`config.mk`:
```
export PLATFORM = sky130hd
export DESIGN_NAME = spec_slot_sched
export DESIGN_NICKNAME = d
export VERILOG_FILES = /design/src/rtl/spec_slot_sched.sv
export SDC_FILE = /design/constraint.sdc
export NUM_CORES = 1
export LEC_CHECK = 0
export ABC_CLOCK_PERIOD_IN_PS = 12600
export BUFFER_PORTS_ARGS = -buffer_cell sky130_fd_sc_hd__clkbuf_2
export CORE_MARGIN = 5
export CORE_UTILIZATION = 45
export CTS_CLUSTER_SIZE = 12
export DETAILED_ROUTE_END_ITERATION = 7
export SYNTH_ARGS = -nofsm -noshare
export SYNTH_HDL_FRONTEND = slang
export SYNTH_SLANG_ARGS = --single-unit
```
`constraint.sdc`:
```
create_clock -name clk -period 12.6 [get_ports clk]
set_input_delay 3.78 -clock clk [delete_from_list [all_inputs] [get_ports clk]]
set_output_delay 3.78 -clock clk [all_outputs]
set_load 0.02 [all_outputs]
```
`src/rtl/spec_slot_sched.sv`:
```
// Slot scheduler for the speculative write-burst pool: allocates slots, tracks data capture,
// and picks the next completed slot for the box master under same-ID, fence and divert rules.
module spec_slot_sched #(
    parameter int SLOTS  = 6,
    parameter int ID_W   = 4,
    parameter int IDX_W  = 4,
    parameter int TYPE_W = 2
) (
    input  logic                       clk,
    input  logic                       rst,
    input  logic                       alloc_req,
    input  logic [ID_W-1:0]            alloc_id,
    input  logic [TYPE_W-1:0]          alloc_type,
    output logic                       alloc_gnt,
    output logic [IDX_W-1:0]           alloc_idx,
    input  logic                       done_valid,
    input  logic [IDX_W-1:0]           done_idx,
    output logic                       issue_valid,
    output logic [IDX_W-1:0]           issue_idx,
    input  logic                       issue_ready,
    input  logic                       release_valid,
    input  logic [IDX_W-1:0]           release_idx,
    output logic                       drop_valid,
    output logic [IDX_W-1:0]           drop_idx,
    output logic [$clog2(SLOTS+1)-1:0] occupancy,
    output logic                       full,
    output logic                       empty
);
    localparam int OCC_W = $clog2(SLOTS + 1);
    localparam logic [TYPE_W-1:0] T_BLOCK   = TYPE_W'(1);
    localparam logic [TYPE_W-1:0] T_DIVERT  = TYPE_W'(2);
    localparam logic [TYPE_W-1:0] T_UNLUCKY = TYPE_W'(3);

    typedef enum logic [1:0] {
        S_FREE   = 2'd0,
        S_FILL   = 2'd1,
        S_READY  = 2'd2,
        S_ISSUED = 2'd3
    } slot_st_e;

    slot_st_e          state_q [SLOTS];
    slot_st_e          state_d [SLOTS];
    logic [SLOTS-1:0]  age_q   [SLOTS];
    logic [SLOTS-1:0]  age_d   [SLOTS];
    logic [ID_W-1:0]   id_q    [SLOTS];
    logic [TYPE_W-1:0] type_q  [SLOTS];

    logic              issue_valid_q, issue_valid_d;
    logic [IDX_W-1:0]  issue_idx_q, issue_idx_d;
    logic              drop_valid_q, drop_valid_d;
    logic [IDX_W-1:0]  drop_idx_q, drop_idx_d;
    logic [OCC_W-1:0]  occ_q, occ_d;
    logic              full_q, full_d, empty_q, empty_d;

    logic [SLOTS-1:0]  busy_v, live_v, elig_v, div_v, pool_v, oldest_v;
    logic              alloc_hit, issue_any, handshake;
    logic [IDX_W-1:0]  alloc_sel, issue_sel;

    always_comb begin
        alloc_hit = 1'b0;
        alloc_sel = '0;
        for (int i = 0; i < SLOTS; i++) begin
            busy_v[i] = (state_q[i] != S_FREE);
            live_v[i] = (state_q[i] == S_FILL) || (state_q[i] == S_READY);
        end
        for (int i = SLOTS - 1; i >= 0; i--) begin
            if (state_q[i] == S_FREE) begin
                alloc_hit = 1'b1;
                alloc_sel = IDX_W'(i);
            end
        end
    end

    assign alloc_gnt = alloc_req & ~full_q & alloc_hit & ~rst;
    assign alloc_idx = alloc_gnt ? alloc_sel : '0;
    assign handshake = issue_valid_q & issue_ready;

    // A READY slot waits behind any older live same-ID slot and any older occupied BLOCK slot.
    always_comb begin
        for (int i = 0; i < SLOTS; i++) begin
            elig_v[i] = (state_q[i] == S_READY) && (type_q[i] != T_UNLUCKY);
            for (int j = 0; j < SLOTS; j++) begin
                if (j != i && age_q[j][i]) begin
                    if (live_v[j] && (id_q[j] == id_q[i])) elig_v[i] = 1'b0;
                    if (busy_v[j] && (type_q[j] == T_BLOCK)) elig_v[i] = 1'b0;
                end
            end
            div_v[i] = elig_v[i] && (type_q[i] == T_DIVERT);
        end
        pool_v    = (|div_v) ? div_v : elig_v;
        issue_any = |elig_v;
        issue_sel = '0;
        for (int i = 0; i < SLOTS; i++) begin
            oldest_v[i] = pool_v[i];
            for (int j = 0; j < SLOTS; j++) begin
                if (j != i && pool_v[j] && age_q[j][i]) oldest_v[i] = 1'b0;
            end
        end
        for (int i = SLOTS - 1; i >= 0; i--) begin
            if (oldest_v[i]) issue_sel = IDX_W'(i);
        end
    end

    always_comb begin
        state_d       = state_q;
        age_d         = age_q;
        drop_valid_d  = 1'b0;
        drop_idx_d    = '0;
        issue_valid_d = issue_valid_q;
        issue_idx_d   = issue_idx_q;
        occ_d         = '0;

        if (issue_valid_q) begin
            if (issue_ready) begin
                issue_valid_d = 1'b0;
                issue_idx_d   = '0;
            end
        end else begin
            issue_valid_d = issue_any;
            issue_idx_d   = issue_any ? issue_sel : '0;
        end

        for (int i = 0; i < SLOTS; i++) begin
            if (done_valid && done_idx == IDX_W'(i) && state_q[i] == S_FILL) begin
                if (type_q[i] == T_UNLUCKY) begin
                    state_d[i]   = S_FREE;
                    drop_valid_d = 1'b1;
                    drop_idx_d   = IDX_W'(i);
                end else begin
                    state_d[i] = S_READY;
                end
            end
            if (handshake && issue_idx_q == IDX_W'(i)) state_d[i] = S_ISSUED;
            if (release_valid && release_idx == IDX_W'(i) && state_q[i] == S_ISSUED)
                state_d[i] = S_FREE;
            // New slot is younger than everything currently occupied.
            if (alloc_gnt && alloc_sel == IDX_W'(i)) begin
                state_d[i] = S_FILL;
                age_d[i]   = '0;
                for (int j = 0; j < SLOTS; j++) age_d[j][i] = busy_v[j];
            end
        end

        for (int i = 0; i < SLOTS; i++) begin
            if (state_d[i] != S_FREE) occ_d = occ_d + OCC_W'(1);
        end
        full_d  = (occ_d == OCC_W'(SLOTS));
        empty_d = (occ_d == '0);
    end

    always_ff @(posedge clk or posedge rst) begin
        if (rst) begin
            for (int i = 0; i < SLOTS; i++) begin
                state_q[i] <= S_FREE;
                age_q[i]   <= '0;
            end
            issue_valid_q <= 1'b0;
            issue_idx_q   <= '0;
            drop_valid_q  <= 1'b0;
            drop_idx_q    <= '0;
            occ_q         <= '0;
            full_q        <= 1'b0;
            empty_q       <= 1'b1;
        end else begin
            state_q       <= state_d;
            age_q         <= age_d;
            issue_valid_q <= issue_valid_d;
            issue_idx_q   <= issue_idx_d;
            drop_valid_q  <= drop_valid_d;
            drop_idx_q    <= drop_idx_d;
            occ_q         <= occ_d;
            full_q        <= full_d;
            empty_q       <= empty_d;
        end
    end

    // Slot attributes are only meaningful while the slot is occupied.
    always_ff @(posedge clk) begin
        for (int i = 0; i < SLOTS; i++) begin
            if (alloc_gnt && alloc_sel == IDX_W'(i)) begin
                id_q[i]   <= alloc_id;
                type_q[i] <= alloc_type;
            end
        end
    end

    assign issue_valid = issue_valid_q;
    assign issue_idx   = issue_idx_q;
    assign drop_valid  = drop_valid_q;
    assign drop_idx    = drop_idx_q;
    assign occupancy   = occ_q;
    assign full        = full_q;
    assign empty       = empty_q;

endmodule

```
==> results.py <==
metrics = {
    "global_route": {
        "grt_pass1_vias": 4836,
        "grt_max_degree": 56,
        "use_met3": 0.04599,
        "top_usage_layer": "met2",
        "grtUsageMet2": 0.3726,
        "grt_pass1_wl_um": 29460,
        "antenna_found_initial": 0,
        "grt_overflow": 0,
        "grt_use_total": 0.2418,
        "met1_usage": 0.3428,
    },
    "floorplanning": {
        "rows": 43,
        "chipWidth_um": 127.5,
        "die_h_um": 127.5,
        "initial_core_util": 0.4530,
        "io_pins": 40,
        "core_area_um2": 13720,
        "dieArea_um2": 16260,
    },
    "sta": {
        "clock_skew_ns": 0.009111,
        "fmax_ghz": 0.1165,
        "slew_headroom": 0.2958,
        "finalSetupViolCount": 0,
        "worst_slew_pin_slew_ns": 1.047,
        "period_share": 0.6814,
        "rsz0062_at_grt": "false",
        "finalSetupTns_ns": 0,
        "drv_slew": 0,
        "fin_ws_ns": 4.014,
        "final.min_clock_period_ns": 8.586,
        "hold_violations": 0,
    },
    "setup_path": {
        "path_common_cell": "clkbuf_2",
        "path_buf_inv": 2,
        "crit_type": "in -> out",
        "r2r_slack_ns": 7.10,
        "critPathArrivalTime_ns": 4.81,
        "cp_cell_sequence": "clkbuf_2 > or3b_1 > a21oi_1 > nor2b_1 > clkbuf_2",
        "cp-startpoint": "rst",
        "crit_fanout": 3,
        "cpPeakStageDelay_ns": 0.38,
        "crit_end": "alloc_idx[0]",
        "path_delay_family": "simple AND/OR/NAND/NOR gates",
        "worst_ep_required_time_ns": 8.82,
        "ff2ff_path_depth": 20,
        "worstSetupEndpointType": "primary output",
        "slowest_stage": "or3b_1",
        "r2r_end": "full$_DFF_PP0_",
        "crit-reg2reg-launch": "state_q[5]$_DFF_PP0_",
        "cp-start-kind": "input pin",
        "path_depth": 5,
    },
    "detailed_routing": {
        "wl_per_cell_um": 23.37,
        "vias": 4983,
        "drtAntennaViolNets": 0,
        "viasPerCell": 6.033,
        "dr.pass1.iters": 5,
        "drc": 0,
        "wl_um": 19300,
        "drtIter0Drc": 548,
    },
    "synth": {
        "synthCells": 628,
        "synthTopCellsByCount": "76 x nand2_1, 58 x xnor2_1, 54 x dfrtp_1, 36 x edfxtp_1, 35 x inv_1",
        "synth_area_leaders": "dfrtp_1 22%, edfxtp_1 17%, xnor2_1 8.2%",
        "yosysMostFrequentCell": "nand2_1",
        "synthFlopType": "dfrtp_1",
        "synth-edff-count": 36,
        "ys_warn_count": 0,
        "yosysSeqAreaShare": 0.3956,
        "yosysTopAreaCell": "dfrtp_1",
        "ys_ff_latch": 91,
        "yosysTopAreaCellShare": 0.2174,
        "synth_area_um2": 6215,
        "avgSynthCellArea_um2": 9.896,
        "yosysUniqueCellTypes": 93,
        "synthArstFlopShare": 0.6044,
    },
    "finish": {
        "final_layout_size_suffix_gt1_frac": 0.1610,
        "fillCellCount": 1271,
        "syn2layout_area_growth_pct": 7.328,
        "antenna_cells": 0,
        "num-nets-final": 690,
    },
    "clock_network": {
        "insertion_delay_ns": 0.36,
        "root_buffer": "clkbuf_16",
        "cts-resized-gates": 0,
        "cts_tree": "done",
        "cts_made_buffers": 9,
        "cts.sinks": 91,
        "clk_path_buf_depth": 2,
        "hold_buffers": 0,
        "cts.clk_slew.worst_paths_ns": 0.06,
        "htree_levels": 3,
        "postCtsSetupBuffers": 0,
    },
    "power_and_ir_drop": {
        "power_density_nw_per_um2": 224.3,
        "peakVddDrop_mv": 0.2635,
        "finalPower_uw": 1496,
        "p_leak_uw": 0.002752,
    },
    "flow_run": {
        "maxCapViolCount": 0,
    },
    "place": {
        "io_buffers": 36,
        "gp_congestion": 0.9792,
        "pre_cts_slack_ns": 4.014,
        "dpl.hpwl_um": 14840,
    },
    "hold_path": {
        "hp-class": "reg -> reg",
    },
    "outcome": {
        "outcome": "finished, final reports clean",
    },
}
## worst register-to-register path, cell delays in order, from the launching register on
cell	delay (ns)
dfrtp_1	0.44
inv_1	0.11
ha_1	0.46
nor4_1	0.15
a21oi_1	0.24
or3b_2	0.56
nand2b_1	0.36
inv_1	0.41
a21oi_1	0.10
nand2_1	0.11
ha_1	0.28
xnor2_2	0.24
ha_1	0.27
mux2_2	0.27
ha_1	0.26
mux2_2	0.27
ha_1	0.17
nor2b_1	0.13
xnor2_1	0.16
xnor2_1	0.24
and3b_1	0.19
## cell usage in the layout, fill, tap and decap left out, drive strengths merged, types with 5 or more instances in the layout
| cell | synthesis | routed |
|---|---|---|
| o22ai | 14 | 14 |
| nor4 | 14 | 14 |
| dfrtp | 54 | 54 |
| nand2 | 78 | 78 |
| a21o | 5 | 5 |
| nor3b | 6 | 6 |
| edfxtp | 36 | 36 |
| clkbuf | 7 | 45 |
| xnor2 | 59 | 59 |
| a2111oi | 6 | 6 |
| xor2 | 8 | 8 |
| inv | 36 | 40 |
| nand2b | 7 | 7 |
| o31ai | 6 | 6 |
| nand4 | 15 | 15 |
| a22o | 7 | 7 |
| o21ai | 25 | 25 |
| or2 | 5 | 5 |
| nor2b | 13 | 13 |
| o211ai | 6 | 6 |
| ha | 29 | 29 |
| nor4bb | 19 | 19 |
| nand3 | 14 | 14 |
| nor2 | 33 | 33 |
| a21oi | 17 | 17 |
| nor3 | 12 | 12 |
## registers in the layout, summed over array words and instances (netlist names)
| signal | flops |
|---|---|
| type_q | 12 |
| issue_idx | 3 |
| full | 1 |
| occupancy | 3 |
| age_q | 30 |
| state_q | 12 |
| issue_valid | 1 |
| id_q | 24 |
| empty | 1 |
| drop_valid | 1 |
| drop_idx | 3 |
## metal layers
metal  wire length, um  vias up
li1                  -     2278
met1              8454     2431
met2              8763      230
met3              1566       44
met4               516        0
met5                 0        -
## cells by family after synthesis
logic type	count (synthesis)	synth area share
other	1	0.0006034
adders and majority gates	29	0.05839
buffers and inverters	74	0.06322
AOI/OAI and AO/OA	119	0.1484
DFF	91	0.3956
and+or+nand+nor	242	0.2283
muxes	5	0.008657
xor gates and xnor gates	67	0.09684
## through the flow
step | utilization | cell area (um^2) | std cells | hold WS [ns]
finish | 0.4862 | 6670 | 826 | 0.5988
global route | 0.4862 | 6670 | 826 | 0.6301
CTS | 0.4862 | 6670 | 826 | 0.5947
detailed placement | 0.4654 | 6385 | 810 | 0.5723
global placement | 0.4654 | 6385 | 810 | 0.5774
floorplan | - | 6222 | 630 | 0.4827
## report_power, final
part / leakage, uW / switching, uW / total (uW) / internal [uW]
Combinational: 0.00161 / 410 / 696 / 285
Clock: 0.000139 / 123 / 260 / 137
Sequential: 0.00100 / 141 / 541 / 400
Total: 0.00275 / 674 / 1500 / 822
## how the worst min path moves through the flow
stage	startpoint	to	cells after the start
final	age_q[31]$_DFFE_PP0P_	age_q[31]$_DFFE_PP0P_	2
after global routing	age_q[31]$_DFFE_PP0P_	age_q[31]$_DFFE_PP0P_	2
after CTS	age_q[31]$_DFFE_PP0P_	age_q[31]$_DFFE_PP0P_	2
after detailed placement	age_q[31]$_DFFE_PP0P_	age_q[31]$_DFFE_PP0P_	2
after global placement	age_q[31]$_DFFE_PP0P_	age_q[31]$_DFFE_PP0P_	2
after floorplan	age_q[32]$_DFFE_PP0P_	age_q[32]$_DFFE_PP0P_	2
## final cells by class
cell class | instances | area, um^2 | share of cell area
Clock inverter | 7 | 60.06 | 0.009004
Timing Repair Buffer | 38 | 195.2 | 0.02926
Sequential cell | 91 | 2459 | 0.3686
Tap cell | 180 | 225.2 | 0.03376
Multi-Input combinational cell | 465 | 3371 | 0.5053
Inverter | 36 | 135.1 | 0.02026
Clock buffer | 9 | 225.2 | 0.03376
(Power assumes the default switching activity.)
